### src/rtl/vault_pkg.sv
// Shared constants for the vault auto-solver: unlock symbol tables and the
// solver state encoding.
package vault_pkg;

  typedef enum logic [3:0] {
    ST_IDLE,
    ST_CODE,
    ST_SWITCH,
    ST_MAZE,
    ST_PLATES,
    ST_WAIT_DONE,
    ST_RECOVER,
    ST_DONE,
    ST_FAIL
  } state_t;

  localparam int CODE_LEN  = 4;
  localparam int MAZE_LEN  = 5;
  localparam int PLATE_LEN = 3;

  // Tables are packed first-symbol-in-MSBs.
  localparam logic [3:0]  CODE_SEQ   = 4'b1011;
  localparam logic [3:0]  SWITCH_KEY = 4'b1101;
  localparam logic [14:0] MAZE_TAB   = {3'b000, 3'b011, 3'b001, 3'b010, 3'b000};
  localparam logic [23:0] PLATE_TAB  = {8'hAA, 8'hCC, 8'hF0};

  function automatic logic code_bit(input logic [2:0] idx);
    case (idx)
      3'd0:    code_bit = CODE_SEQ[3];
      3'd1:    code_bit = CODE_SEQ[2];
      3'd2:    code_bit = CODE_SEQ[1];
      default: code_bit = CODE_SEQ[0];
    endcase
  endfunction

  function automatic logic [2:0] maze_dir(input logic [2:0] idx);
    case (idx)
      3'd0:    maze_dir = MAZE_TAB[14:12];
      3'd1:    maze_dir = MAZE_TAB[11:9];
      3'd2:    maze_dir = MAZE_TAB[8:6];
      3'd3:    maze_dir = MAZE_TAB[5:3];
      default: maze_dir = MAZE_TAB[2:0];
    endcase
  endfunction

  function automatic logic [7:0] plate_word(input logic [2:0] idx);
    case (idx)
      3'd0:    plate_word = PLATE_TAB[23:16];
      3'd1:    plate_word = PLATE_TAB[15:8];
      default: plate_word = PLATE_TAB[7:0];
    endcase
  endfunction

endpackage

### src/rtl/vault_seq_step.sv
// Symbol sequencer: holds each index for HOLD_CYC cycles and flags the wrap
// of the final index so the owning phase can exit without an idle gap.
module vault_seq_step #(
  parameter int HOLD_CYC = 1,
  parameter int IW       = 3
) (
  input  logic          clk,
  input  logic          reset,
  input  logic          clr,
  input  logic          en,
  input  logic [IW-1:0] len,
  output logic [IW-1:0] idx,
  output logic          last
);

  localparam int HW = (HOLD_CYC > 1) ? $clog2(HOLD_CYC) : 1;

  logic [HW-1:0] hold;
  logic          adv;

  assign adv  = en && (hold == HW'(HOLD_CYC - 1));
  assign last = adv && (idx == len - IW'(1));

  // NOTE: sequential state uses non-blocking assignments only, so every
  // register samples pre-edge values regardless of statement order.
  always_ff @(posedge clk) begin
    if (reset || clr) begin
      hold <= '0;
      idx  <= '0;
    end else if (en) begin
      if (adv) begin
        hold <= '0;
        if (!last) idx <= idx + IW'(1);
      end else begin
        hold <= hold + HW'(1);
      end
    end
  end

endmodule

### src/rtl/vault_auto_solver.sv
// Autonomous vault unlock initiator: drives code, switch, maze and plate
// phases, waits for all_done, and resets/retries the vault on alarm or timeout.
module vault_auto_solver
  import vault_pkg::*;
#(
  parameter int HOLD_CYC  = 1,
  parameter int SW_HOLD   = 2,
  parameter int TIMEOUT   = 64,
  parameter int MAX_RETRY = 2,
  parameter int VRST_CYC  = 2
) (
  input  logic       clk,
  input  logic       reset,
  input  logic       start,
  output logic       code_out,
  output logic [3:0] switch_out,
  output logic [2:0] dir_out,
  output logic [7:0] plate_out,
  output logic       vault_reset,
  input  logic       all_done_in,
  input  logic       alarm_in,
  input  logic [1:0] time_lock_in,
  output logic       busy,
  output logic       solved,
  output logic       failed,
  output logic [1:0] retries
);

  state_t      state, state_nxt;
  logic [15:0] cyc_cnt;
  logic [2:0]  seq_idx, seq_len;
  logic        seq_en, seq_last, seq_clr;
  logic        start_ok, alarm_hit, timeout_hit, retry_ok;

  // time_lock is observed only; reduce it so the port stays connected.
  logic time_lock_unused;
  assign time_lock_unused = ^time_lock_in;

  assign busy      = !(state inside {ST_IDLE, ST_DONE, ST_FAIL});
  assign solved    = (state == ST_DONE);
  assign failed    = (state == ST_FAIL);
  assign start_ok  = start && !busy;
  assign alarm_hit = alarm_in && busy && (state != ST_RECOVER);
  // Fires on the last WAIT_DONE cycle so RECOVER starts exactly TIMEOUT cycles in.
  assign timeout_hit = (state == ST_WAIT_DONE) && (cyc_cnt == 16'(TIMEOUT - 1));
  assign retry_ok    = int'(retries) < MAX_RETRY;
  assign seq_clr     = (state_nxt != state);

  vault_seq_step #(.HOLD_CYC(HOLD_CYC), .IW(3)) u_seq (
    .clk   (clk),
    .reset (reset),
    .clr   (seq_clr),
    .en    (seq_en),
    .len   (seq_len),
    .idx   (seq_idx),
    .last  (seq_last)
  );

  // NOTE: every output of this block gets a default first so no path infers a latch.
  always_comb begin
    state_nxt   = state;
    seq_en      = 1'b0;
    seq_len     = 3'(CODE_LEN);
    code_out    = 1'b0;
    switch_out  = '0;
    dir_out     = '0;
    plate_out   = '0;
    vault_reset = 1'b0;
    case (state)
      ST_IDLE, ST_DONE, ST_FAIL: begin
        if (start) state_nxt = ST_CODE;
      end
      ST_CODE: begin
        seq_en   = 1'b1;
        code_out = code_bit(seq_idx);
        if (seq_last) state_nxt = ST_SWITCH;
      end
      ST_SWITCH: begin
        switch_out = SWITCH_KEY;
        if (cyc_cnt == 16'(SW_HOLD - 1)) state_nxt = ST_MAZE;
      end
      ST_MAZE: begin
        seq_en     = 1'b1;
        seq_len    = 3'(MAZE_LEN);
        switch_out = SWITCH_KEY;
        dir_out    = maze_dir(seq_idx);
        if (seq_last) state_nxt = ST_PLATES;
      end
      ST_PLATES: begin
        seq_en     = 1'b1;
        seq_len    = 3'(PLATE_LEN);
        switch_out = SWITCH_KEY;
        plate_out  = plate_word(seq_idx);
        if (seq_last) state_nxt = ST_WAIT_DONE;
      end
      ST_WAIT_DONE: begin
        switch_out = SWITCH_KEY;
        plate_out  = PLATE_TAB[7:0];
        if (all_done_in) state_nxt = ST_DONE;
      end
      ST_RECOVER: begin
        vault_reset = 1'b1;
        if (cyc_cnt == 16'(VRST_CYC - 1)) state_nxt = ST_CODE;
      end
      default: state_nxt = ST_IDLE;
    endcase
    // Alarm or timeout overrides any phase progress, including all_done.
    if (alarm_hit || timeout_hit) state_nxt = retry_ok ? ST_RECOVER : ST_FAIL;
  end

  always_ff @(posedge clk) begin
    if (reset) begin
      state   <= ST_IDLE;
      cyc_cnt <= '0;
      retries <= '0;
    end else begin
      state   <= state_nxt;
      cyc_cnt <= (state_nxt != state) ? 16'd0 : cyc_cnt + 16'd1;
      if (start_ok)
        retries <= '0;
      else if ((alarm_hit || timeout_hit) && retry_ok && (retries != 2'd3))
        retries <= retries + 2'd1;
    end
  end

endmodule
### config.mk
export PLATFORM = sky130hd
export DESIGN_NAME = vault_auto_solver
export DESIGN_NICKNAME = d
export VERILOG_FILES = /design/src/rtl/vault_pkg.sv /design/src/rtl/vault_seq_step.sv /design/src/rtl/vault_auto_solver.sv
export SDC_FILE = /design/constraint.sdc
export NUM_CORES = 1
export LEC_CHECK = 0
export CAP_MARGIN = 20
export CORE_UTILIZATION = 49
export CTS_BUF_LIST = sky130_fd_sc_hd__clkbuf_16
export CTS_CLUSTER_SIZE = 20
export DETAILED_ROUTE_END_ITERATION = 10
export PLACE_DENSITY_LB_ADDON = 0.1
export REMOVE_ABC_BUFFERS = 1
export SLEW_MARGIN = 30
export SYNTH_ARGS = -nofsm -noshare
export SYNTH_HDL_FRONTEND = slang
export SYNTH_SLANG_ARGS = --single-unit
### constraint.sdc
create_clock -name clk -period 2.4 [get_ports clk]
set_clock_uncertainty 0.1 [all_clocks]
set_input_delay 0.36 -clock clk [delete_from_list [all_inputs] [get_ports clk]]
set_output_delay 0.36 -clock clk [all_outputs]
set_load 0.03 [all_outputs]
==> impl_results.html, run 1 <==
<table>
<tr><th>Metric</th><th>Value</th></tr>
<tr><th colspan="2">Synthesis</th></tr>
<tr><td>Post-synthesis async set-or-reset flop share</td><td>0</td></tr>
<tr><td>Share of the synthesized area in the top cell type</td><td>0.2781</td></tr>
<tr><td>Synthesized area</td><td>0.001872 sq mm</td></tr>
<tr><td>Synth unique cells</td><td>50</td></tr>
<tr><td>Register bit total from synthesis</td><td>26</td></tr>
<tr><td>Seq/Total Area, Yosys</td><td>0.2781</td></tr>
<tr><td>Post-synthesis cell type with the largest combined area</td><td>sky130_fd_sc_hd__dfxtp_1</td></tr>
<tr><td>Synthesized instance count</td><td>219</td></tr>
<tr><td>Post-Synthesis Mean Instance Area</td><td>8.547 sq um</td></tr>
<tr><td>Number of synthesis warnings</td><td>0</td></tr>
<tr><td>Most area-consuming cells after synthesis</td><td>sky130_fd_sc_hd__dfxtp_1, sky130_fd_sc_hd__nor3_2, sky130_fd_sc_hd__ha_1</td></tr>
<tr><td>Commonest register cell after synthesis</td><td>sky130_fd_sc_hd__dfxtp_1</td></tr>
<tr><td>EDFF count, synth</td><td>0</td></tr>
<tr><th colspan="2">Timing</th></tr>
<tr><td>Tmin final</td><td>2.498 ns</td></tr>
<tr><td>Fin Hold WS</td><td>0.4106 ns</td></tr>
<tr><td>Maximum clock frequency</td><td>400.4 MHz</td></tr>
<tr><td>Total negative slack for setup checks</td><td>-1.244 ns</td></tr>
<tr><td>Fin. max-slew vios</td><td>0</td></tr>
<tr><td>Portion of the clock cycle consumed by the worst path in the final layout</td><td>1.041</td></tr>
<tr><td>Final Hold Fails</td><td>0</td></tr>
<tr><td>Setup-failing EPs final</td><td>20</td></tr>
<tr><td>Unrepaired setup endpoints after global routing</td><td>true</td></tr>
<tr><td>Final worst slack</td><td>-0.09755 ns</td></tr>
<tr><th colspan="2">Global routing</th></tr>
<tr><td>Number of global-route vias before repair</td><td>1765</td></tr>
<tr><td>Global-route congestion overflow total</td><td>0</td></tr>
<tr><td>Global Route Usage Sum</td><td>0.2380</td></tr>
<tr><td>Largest net degree at the start of global routing</td><td>21</td></tr>
<tr><td>Global-route wire length before repair</td><td>7.721 mm</td></tr>
<tr><td>Antenna violations before repair</td><td>0</td></tr>
<tr><th colspan="2">Clock network</th></tr>
<tr><td>Clk sink count</td><td>26</td></tr>
<tr><td>Total number of H-tree levels</td><td>1</td></tr>
<tr><td>Clock-pin slew of the registers on the worst-case setup and hold paths</td><td>0.06 ns</td></tr>
<tr><td>Clock Latency Late Sink</td><td>0.26 ns</td></tr>
<tr><td>Worst-case clock buffer depth</td><td>2</td></tr>
<tr><td>Clk Tree Root Cell</td><td>sky130_fd_sc_hd__clkbuf_16</td></tr>
<tr><td>Total CTS buffers</td><td>3</td></tr>
<tr><td>Clock tree from TritonCTS</td><td>done</td></tr>
<tr><th colspan="2">Drt</th></tr>
<tr><td>Via count</td><td>1744</td></tr>
<tr><td>First drt pass iteration count</td><td>4</td></tr>
<tr><td>Total length of routed wires</td><td>4.565 mm</td></tr>
<tr><td>Average via count per standard cell</td><td>5.467</td></tr>
<tr><td>Post-route DRC violation count</td><td>0</td></tr>
<tr><td>Initial drt markers</td><td>71</td></tr>
<tr><td>Antenna-violating nets left</td><td>0</td></tr>
<tr><td>Avg WL per Cell</td><td>14.31 microns</td></tr>
<tr><th colspan="2">Power and ir drop</th></tr>
<tr><td>Leakage</td><td>0.001067 uW</td></tr>
<tr><td>Pwr/cell area</td><td>1125 mW/mm^2</td></tr>
<tr><td>Worst voltage drop across the vdd grid</td><td>0.4267 mV</td></tr>
<tr><th colspan="2">Finish</th></tr>
<tr><td>Count of placed standard cells in the final layout, fillers left out</td><td>319</td></tr>
<tr><td>Fill cell count</td><td>271</td></tr>
<tr><td>Area growth from synthesis to layout</td><td>38.44%</td></tr>
<tr><td>Ratio of cells with drive above 1 in the final layout</td><td>0.3616</td></tr>
<tr><td>NumNets Final</td><td>287</td></tr>
<tr><td>Total inserted antenna cells</td><td>0</td></tr>
<tr><td>Finished Cell Area</td><td>0.002591 sq mm</td></tr>
<tr><th colspan="2">Setup path</th></tr>
<tr><td>Startpoint types</td><td>register</td></tr>
<tr><td>List of cells traversed by the critical path</td><td>buf_6 &gt; ha_4 &gt; nand2_2 &gt; or4_4 &gt; o22a_4 &gt; o221a_1 &gt; a211oi_2 &gt; o211ai_1 &gt; buf_4 &gt; buf_12 &gt; nor3_4</td></tr>
<tr><td>Stage delay of the slowest cell on the critical path</td><td>0.55 ns</td></tr>
<tr><td>Dominant delay contributor by cell family on the critical path</td><td>compound AO/OA/AOI/OAI gates</td></tr>
<tr><td>Critical path's slowest cell</td><td>sky130_fd_sc_hd__or4_4</td></tr>
<tr><td>Beginning of the worst register-to-register path</td><td>cyc_cnt[1]</td></tr>
<tr><td>Element type at the critical path end</td><td>register</td></tr>
<tr><td>Worst path arrival time</td><td>2.58 ns</td></tr>
<tr><td>RR Endpoint</td><td>cyc_cnt[2]</td></tr>
<tr><td>Required time at the endpoint of the critical path</td><td>2.49 ns</td></tr>
<tr><td>Reg2Reg Setup Slack</td><td>-0.1 ns</td></tr>
<tr><td>Worst-case reg-to-reg path depth</td><td>11</td></tr>
<tr><td>Peak fanout along the critical path</td><td>5</td></tr>
<tr><td>Count of buffering cells on the critical path with inverters included</td><td>3</td></tr>
<tr><td>Type of the worst setup path</td><td>register to register</td></tr>
<tr><th colspan="2">Run status</th></tr>
<tr><td>Outcome</td><td>finished, violations left</td></tr>
<tr><td>Violated checks</td><td>negative setup slack</td></tr>
<tr><th colspan="2">Floorplan</th></tr>
<tr><td># rows</td><td>22</td></tr>
<tr><td>Initial standard-cell utilization of the core</td><td>0.5113</td></tr>
<tr><td>Core Region</td><td>0.003661 sq mm</td></tr>
<tr><td>Top-level I/O count</td><td>29</td></tr>
<tr><td>Die footprint</td><td>0.004071 sq mm</td></tr>
<tr><td>DIE WIDTH</td><td>63.81 microns</td></tr>
<tr><td>Vertical die dimension</td><td>63.81 microns</td></tr>
<tr><th colspan="2">Placement</th></tr>
<tr><td>Cell Area, Placed</td><td>0.002280 sq mm</td></tr>
<tr><td>DP Worst Slack</td><td>-0.09343 ns</td></tr>
<tr><td>Instance count after placement with tap cells included</td><td>305</td></tr>
<tr><td>Final RePlAce weighted congestion</td><td>0.9036</td></tr>
<tr><td>Port bufs</td><td>23</td></tr>
<tr><td>Post-DP HPWL</td><td>3.178 mm</td></tr>
<tr><th colspan="2">Hold path</th></tr>
<tr><td>HP Start</td><td>u_seq.hold</td></tr>
<tr><td>Type of the worst min-delay path</td><td>register to register</td></tr>
<tr><td>Worst min-delay path endpoint</td><td>u_seq.hold</td></tr>
<tr><td>Worst Hold Path Cells</td><td>2</td></tr>
<tr><th colspan="2">Flow run</th></tr>
<tr><td>Max capacitance violation total</td><td>0</td></tr>
</table>
[placed cells by master (no fill, tap or decap), types with 3 or more instances in the layout]
cell type	n
sky130_fd_sc_hd__nand3_1	9
sky130_fd_sc_hd__nor3_4	4
sky130_fd_sc_hd__dlygate4sd2_1	5
sky130_fd_sc_hd__ha_1	6
sky130_fd_sc_hd__nand2_1	10
sky130_fd_sc_hd__xor2_1	11
sky130_fd_sc_hd__clkdlybuf4s50_1	8
sky130_fd_sc_hd__xnor2_1	6
sky130_fd_sc_hd__a211oi_2	3
sky130_fd_sc_hd__o22ai_1	3
sky130_fd_sc_hd__clkbuf_16	3
sky130_fd_sc_hd__a21oi_1	6
sky130_fd_sc_hd__nor2_1	21
sky130_fd_sc_hd__nor3_2	18
sky130_fd_sc_hd__nand4_1	3
sky130_fd_sc_hd__o21ai_0	3
sky130_fd_sc_hd__o21a_1	5
sky130_fd_sc_hd__dfxtp_2	4
sky130_fd_sc_hd__dlymetal6s2s_1	4
sky130_fd_sc_hd__conb_1	3
sky130_fd_sc_hd__nor3_1	9
sky130_fd_sc_hd__and3_1	3
sky130_fd_sc_hd__dfxtp_1	22
sky130_fd_sc_hd__inv_1	9
sky130_fd_sc_hd__buf_4	42
[cells by family after synthesis]
kind of cell             synth area share
XOR/XNOR                          0.08422
flip-flops                         0.2781
AO/OA/AOI/OAI                      0.1330
multiplexers                     0.005348
buffers and inverters             0.09492
adder cells (fa/ha/maj)           0.05348
AND/OR/NAND/NOR                    0.3489
other                            0.002003
[power breakdown]
part / switching [uW] / internal [uW] / total (uW)
logic: 1140 / 873 / 2010
registers: 53.3 / 479 / 532
clock network: 144 / 223 / 367
total: 1340 / 1570 / 2910
[cell usage after synthesis, types with 3 or more instances]
cell type,count
sky130_fd_sc_hd__nand4_1,3
sky130_fd_sc_hd__buf_4,5
sky130_fd_sc_hd__nor2_1,22
sky130_fd_sc_hd__ha_1,8
sky130_fd_sc_hd__nor3_1,11
sky130_fd_sc_hd__o21ai_0,4
sky130_fd_sc_hd__xor2_1,11
sky130_fd_sc_hd__and3_1,3
sky130_fd_sc_hd__o22ai_1,3
sky130_fd_sc_hd__dfxtp_1,26
sky130_fd_sc_hd__o21a_1,5
sky130_fd_sc_hd__inv_1,10
sky130_fd_sc_hd__nor3b_1,3
sky130_fd_sc_hd__clkbuf_1,4
sky130_fd_sc_hd__xnor2_1,7
sky130_fd_sc_hd__buf_6,7
sky130_fd_sc_hd__nand2_1,11
sky130_fd_sc_hd__nor3_2,20
sky130_fd_sc_hd__a21oi_1,6
sky130_fd_sc_hd__nand3_1,9
sky130_fd_sc_hd__nor4_1,4
[worst register-to-register path: cells and delay by family, from the launching register on]
family                   cells  cell delay (ns)
AO/OA/AOI/OAI                4             0.75
AND/OR/NAND/NOR              3             0.71
flip-flops                   1             0.33
adder cells (fa/ha/maj)      1             0.12
buffers and inverters        3             0.42
[sequential cells by signal, indices dropped and copies added (netlist names)]
signal,flops
u_seq.hold,1
state,4
cyc_cnt,16
u_seq.idx,3
retries,2
[per-layer routing]
metal,routed length [microns],up-vias,track usage,part of all wire
met5,0,-,0,0
met4,53,0,0.09659,0.012
li1,-,873,-,-
met1,1987,823,0.2802,0.44
met3,169,8,0.03929,0.037
met2,2354,40,0.4242,0.52
[per-stage QoR]
step / total power, uW / utilization
after floorplan: 1547 / -
after global placement: 2243 / 0.6227
after detailed placement: 2289 / 0.6227
after CTS: 2894 / 0.6777
after global routing: 3097 / 0.7078
final: 2914 / 0.7078
[worst max-delay path by stage]
| stage | from | slack, ns | cells after the start | endpoint |
|---|---|---|---|---|
| final | cyc_cnt[1] | -0.1 | 11 | cyc_cnt[2] |
| after global routing | cyc_cnt[1] | -0.22 | 11 | cyc_cnt[2] |
| after CTS | cyc_cnt[1] | -0.08 | 10 | u_seq.idx[0] |
| after detailed placement | state[3] | -0.09 | 8 | cyc_cnt[2] |
| after global placement | state[3] | -0.04 | 8 | cyc_cnt[4] |
| after floorplan | state[2] | -1.31 | 7 | cyc_cnt[10] |
[cell type report]
class	instances	area, sq um	area share
Multi-Input combinational cell	167	1310	0.5056
Timing Repair Buffer	64	579.3	0.2236
Sequential cell	26	525.5	0.2028
Clock buffer	3	75.07	0.02897
Tap cell	48	60.06	0.02318
Inverter	10	37.54	0.01449
Clock inverter	1	3.754	0.001449
[timing repair]
action / 4_1_cts / 5_1_grt
setup endpoints to repair: 24 / 25
hold buffers: 0 / 0
pin swaps: 17 / 6
gates resized for setup: 19 / 21
cloned: 2 / 0
buffers inserted: 4 / 5
Note: power is estimated with default switching activity, not from simulation.
==> inputs of run 2 (changes only) <==
- CORE_UTILIZATION: 49 -> 25
- CTS_CLUSTER_SIZE: 20 -> unset
- SLEW_MARGIN: 30 -> 20
==> impl_results.html, run 2 (synthesis results as in run 1) <==
<table>
<tr><th>Metric</th><th>Value</th></tr>
<tr><th colspan="2">Run status</th></tr>
<tr><td>Outcome</td><td>finished, violations left</td></tr>
<tr><td>Violated checks</td><td>negative setup slack</td></tr>
<tr><th colspan="2">Floorplan</th></tr>
<tr><td>Die footprint</td><td>0.007838 sq mm</td></tr>
<tr><td># rows</td><td>31</td></tr>
<tr><td>Top-level I/O count</td><td>29</td></tr>
<tr><td>DIE WIDTH</td><td>88.53 microns</td></tr>
<tr><td>Initial standard-cell utilization of the core</td><td>0.2581</td></tr>
<tr><td>Core Region</td><td>0.007253 sq mm</td></tr>
<tr><td>Vertical die dimension</td><td>88.53 microns</td></tr>
<tr><th colspan="2">Placement</th></tr>
<tr><td>Cell Area, Placed</td><td>0.002409 sq mm</td></tr>
<tr><td>Final RePlAce weighted congestion</td><td>0.7414</td></tr>
<tr><td>Port bufs</td><td>23</td></tr>
<tr><td>DP Worst Slack</td><td>-0.07425 ns</td></tr>
<tr><td>Post-DP HPWL</td><td>3.484 mm</td></tr>
<tr><th colspan="2">Power and ir drop</th></tr>
<tr><td>Leakage</td><td>0.001061 uW</td></tr>
<tr><td>Pwr/cell area</td><td>1159 mW/mm^2</td></tr>
<tr><td>Worst voltage drop across the vdd grid</td><td>0.3996 mV</td></tr>
<tr><td>Total power of the final layout</td><td>3124 uW</td></tr>
<tr><th colspan="2">Clock network</th></tr>
<tr><td>Clock Latency Late Sink</td><td>0.26 ns</td></tr>
<tr><td>Total number of H-tree levels</td><td>1</td></tr>
<tr><td>Clock-pin slew of the registers on the worst-case setup and hold paths</td><td>0.07 ns</td></tr>
<tr><td>Clock tree from TritonCTS</td><td>done</td></tr>
<tr><td>Total CTS buffers</td><td>3</td></tr>
<tr><td>Clk Tree Root Cell</td><td>sky130_fd_sc_hd__clkbuf_16</td></tr>
<tr><td>Number of hold buffers added after cts</td><td>0</td></tr>
<tr><td>Worst-case clock buffer depth</td><td>2</td></tr>
<tr><td>Clk sink count</td><td>26</td></tr>
<tr><th colspan="2">Finish</th></tr>
<tr><td>Highest-count cells in the layout ignoring fill and taps</td><td>sky130_fd_sc_hd__buf_4, sky130_fd_sc_hd__nor2_1, sky130_fd_sc_hd__nor3_2</td></tr>
<tr><td>Area growth from synthesis to layout</td><td>44.05%</td></tr>
<tr><td>NumNets Final</td><td>290</td></tr>
<tr><td>Fill cell count</td><td>769</td></tr>
<tr><td>Total inserted antenna cells</td><td>0</td></tr>
<tr><td>Finished Cell Area</td><td>0.002696 sq mm</td></tr>
<tr><td>Top reg by flops</td><td>cyc_cnt</td></tr>
<tr><td>Most common cell after layout, fill and taps aside</td><td>sky130_fd_sc_hd__buf_4</td></tr>
<tr><td>Largest registers</td><td>cyc_cnt (16), state (4), u_seq.idx (3)</td></tr>
<tr><td>Ratio of cells with drive above 1 in the final layout</td><td>0.3869</td></tr>
<tr><td>Max FFs per register</td><td>16</td></tr>
<tr><th colspan="2">Setup path</th></tr>
<tr><td>Type of the worst setup path</td><td>register to register</td></tr>
<tr><td>Worst path arrival time</td><td>2.55 ns</td></tr>
<tr><td>Peak fanout along the critical path</td><td>5</td></tr>
<tr><td>Required time at the endpoint of the critical path</td><td>2.50 ns</td></tr>
<tr><td>Startpoint types</td><td>register</td></tr>
<tr><td>Element type at the critical path end</td><td>register</td></tr>
<tr><th colspan="2">Timing</th></tr>
<tr><td>Unrepaired setup endpoints after global routing</td><td>true</td></tr>
<tr><td>Maximum clock frequency</td><td>407.7 MHz</td></tr>
<tr><td>Portion of the clock cycle consumed by the worst path in the final layout</td><td>1.022</td></tr>
<tr><td>Total negative slack for setup checks</td><td>-0.4166 ns</td></tr>
<tr><td>Tmin final</td><td>2.453 ns</td></tr>
<tr><td>Setup-failing EPs final</td><td>11</td></tr>
<tr><td>Final Hold Fails</td><td>0</td></tr>
<tr><td>Final worst slack</td><td>-0.05292 ns</td></tr>
<tr><td>Fin. max-slew vios</td><td>0</td></tr>
<tr><th colspan="2">Global routing</th></tr>
<tr><td>Number of global-route vias before repair</td><td>1654</td></tr>
<tr><td>Global Route Usage Sum</td><td>0.1307</td></tr>
<tr><td>Global-route wire length before repair</td><td>7.900 mm</td></tr>
<tr><td>Largest net degree at the start of global routing</td><td>16</td></tr>
<tr><td>Antenna violations before repair</td><td>0</td></tr>
<tr><td>Global-route congestion overflow total</td><td>0</td></tr>
<tr><th colspan="2">Drt</th></tr>
<tr><td>Average via count per standard cell</td><td>4.673</td></tr>
<tr><td>Total length of routed wires</td><td>4.785 mm</td></tr>
<tr><td>First drt pass iteration count</td><td>4</td></tr>
<tr><td>Avg WL per Cell</td><td>12.83 microns</td></tr>
<tr><td>Antenna-violating nets left</td><td>0</td></tr>
<tr><td>Initial drt markers</td><td>58</td></tr>
<tr><td>Via count</td><td>1743</td></tr>
<tr><td>Post-route DRC violation count</td><td>0</td></tr>
<tr><th colspan="2">Hold path</th></tr>
<tr><td>Type of the worst min-delay path</td><td>register to register</td></tr>
<tr><th colspan="2">Flow run</th></tr>
<tr><td>Max capacitance violation total</td><td>0</td></tr>
</table>
[run 2: cell count changes in the layout (fill, tap and decap cells not counted), moves of 3 or more]
cell | before | now
sky130_fd_sc_hd__buf_4 | 42 | 45
sky130_fd_sc_hd__dfxtp_4 | 0 | 4
sky130_fd_sc_hd__dfxtp_1 | 22 | 19
sky130_fd_sc_hd__nor3_4 | 4 | 0
sky130_fd_sc_hd__nor3_2 | 18 | 21
[run 2: worst max-delay path: stages, from the launching register on]
cell and delay, ns:
sky130_fd_sc_hd__dfxtp_4 0.36, sky130_fd_sc_hd__nand2b_4 0.14, sky130_fd_sc_hd__or4_4 0.55, sky130_fd_sc_hd__o22a_4 0.22, sky130_fd_sc_hd__o221a_1 0.24, sky130_fd_sc_hd__a211oi_2 0.16, sky130_fd_sc_hd__o211ai_1 0.16, sky130_fd_sc_hd__buf_4 0.18
sky130_fd_sc_hd__buf_6 0.14, sky130_fd_sc_hd__nor3_2 0.13
[run 2: layout make-up]
cell class	instances	area [sq um]	share of cell area
well taps	99	123.9	0.04594
clock inverters	1	30.03	0.01114
inverters	10	37.54	0.01392
multi-input cells	167	1289	0.4780
flip-flops and latches	26	539.3	0.2000
clock buffers	3	75.07	0.02784
repair buffers	67	601.8	0.2232
[run 2: worst paths after layout]
path                                  from    endpoint  slack [ns]  depth (start not counted)
worst max-delay path              state[3]  cyc_cnt[6]       -0.05                          9
worst min-delay path            u_seq.hold  u_seq.hold        0.39                          2
worst max register to register    state[3]  cyc_cnt[6]       -0.05                          9
worst min register to register  u_seq.hold  u_seq.hold        0.39                          2
[run 2: power breakdown]
part	leakage [uW]	internal (uW)	switching [uW]
clock network	0.0000511	332	152
logic	0.000795	961	1130
registers	0.000214	487	67.0
[run 2: through the flow]
step           std cells  utilization  hold slack, ns
2_1_floorplan        203            -          0.3324
3_3_place_gp         363       0.3321          0.3736
3_5_place_dp         363       0.3321          0.3818
4_1_cts              373       0.3636          0.3941
5_1_grt              373       0.3717          0.4175
6_report             373       0.3717          0.3918
[run 2: repair_timing]
action | CTS | global route
setup endpoints to repair | 26 | 22
resized for setup | 23 | 18
setup buffers | 4 | 1
pin swaps | 3 | 5
gates cloned | 2 | 1
[run 2: layer usage]
metal  up-vias  routed length, microns  GRT usage
li1        875                       -          -
met1       837                    2291     0.1714
met2        26                    2319     0.2273
met3         5                     142    0.01959
met4         0                      31    0.02639
met5         -                       0          0
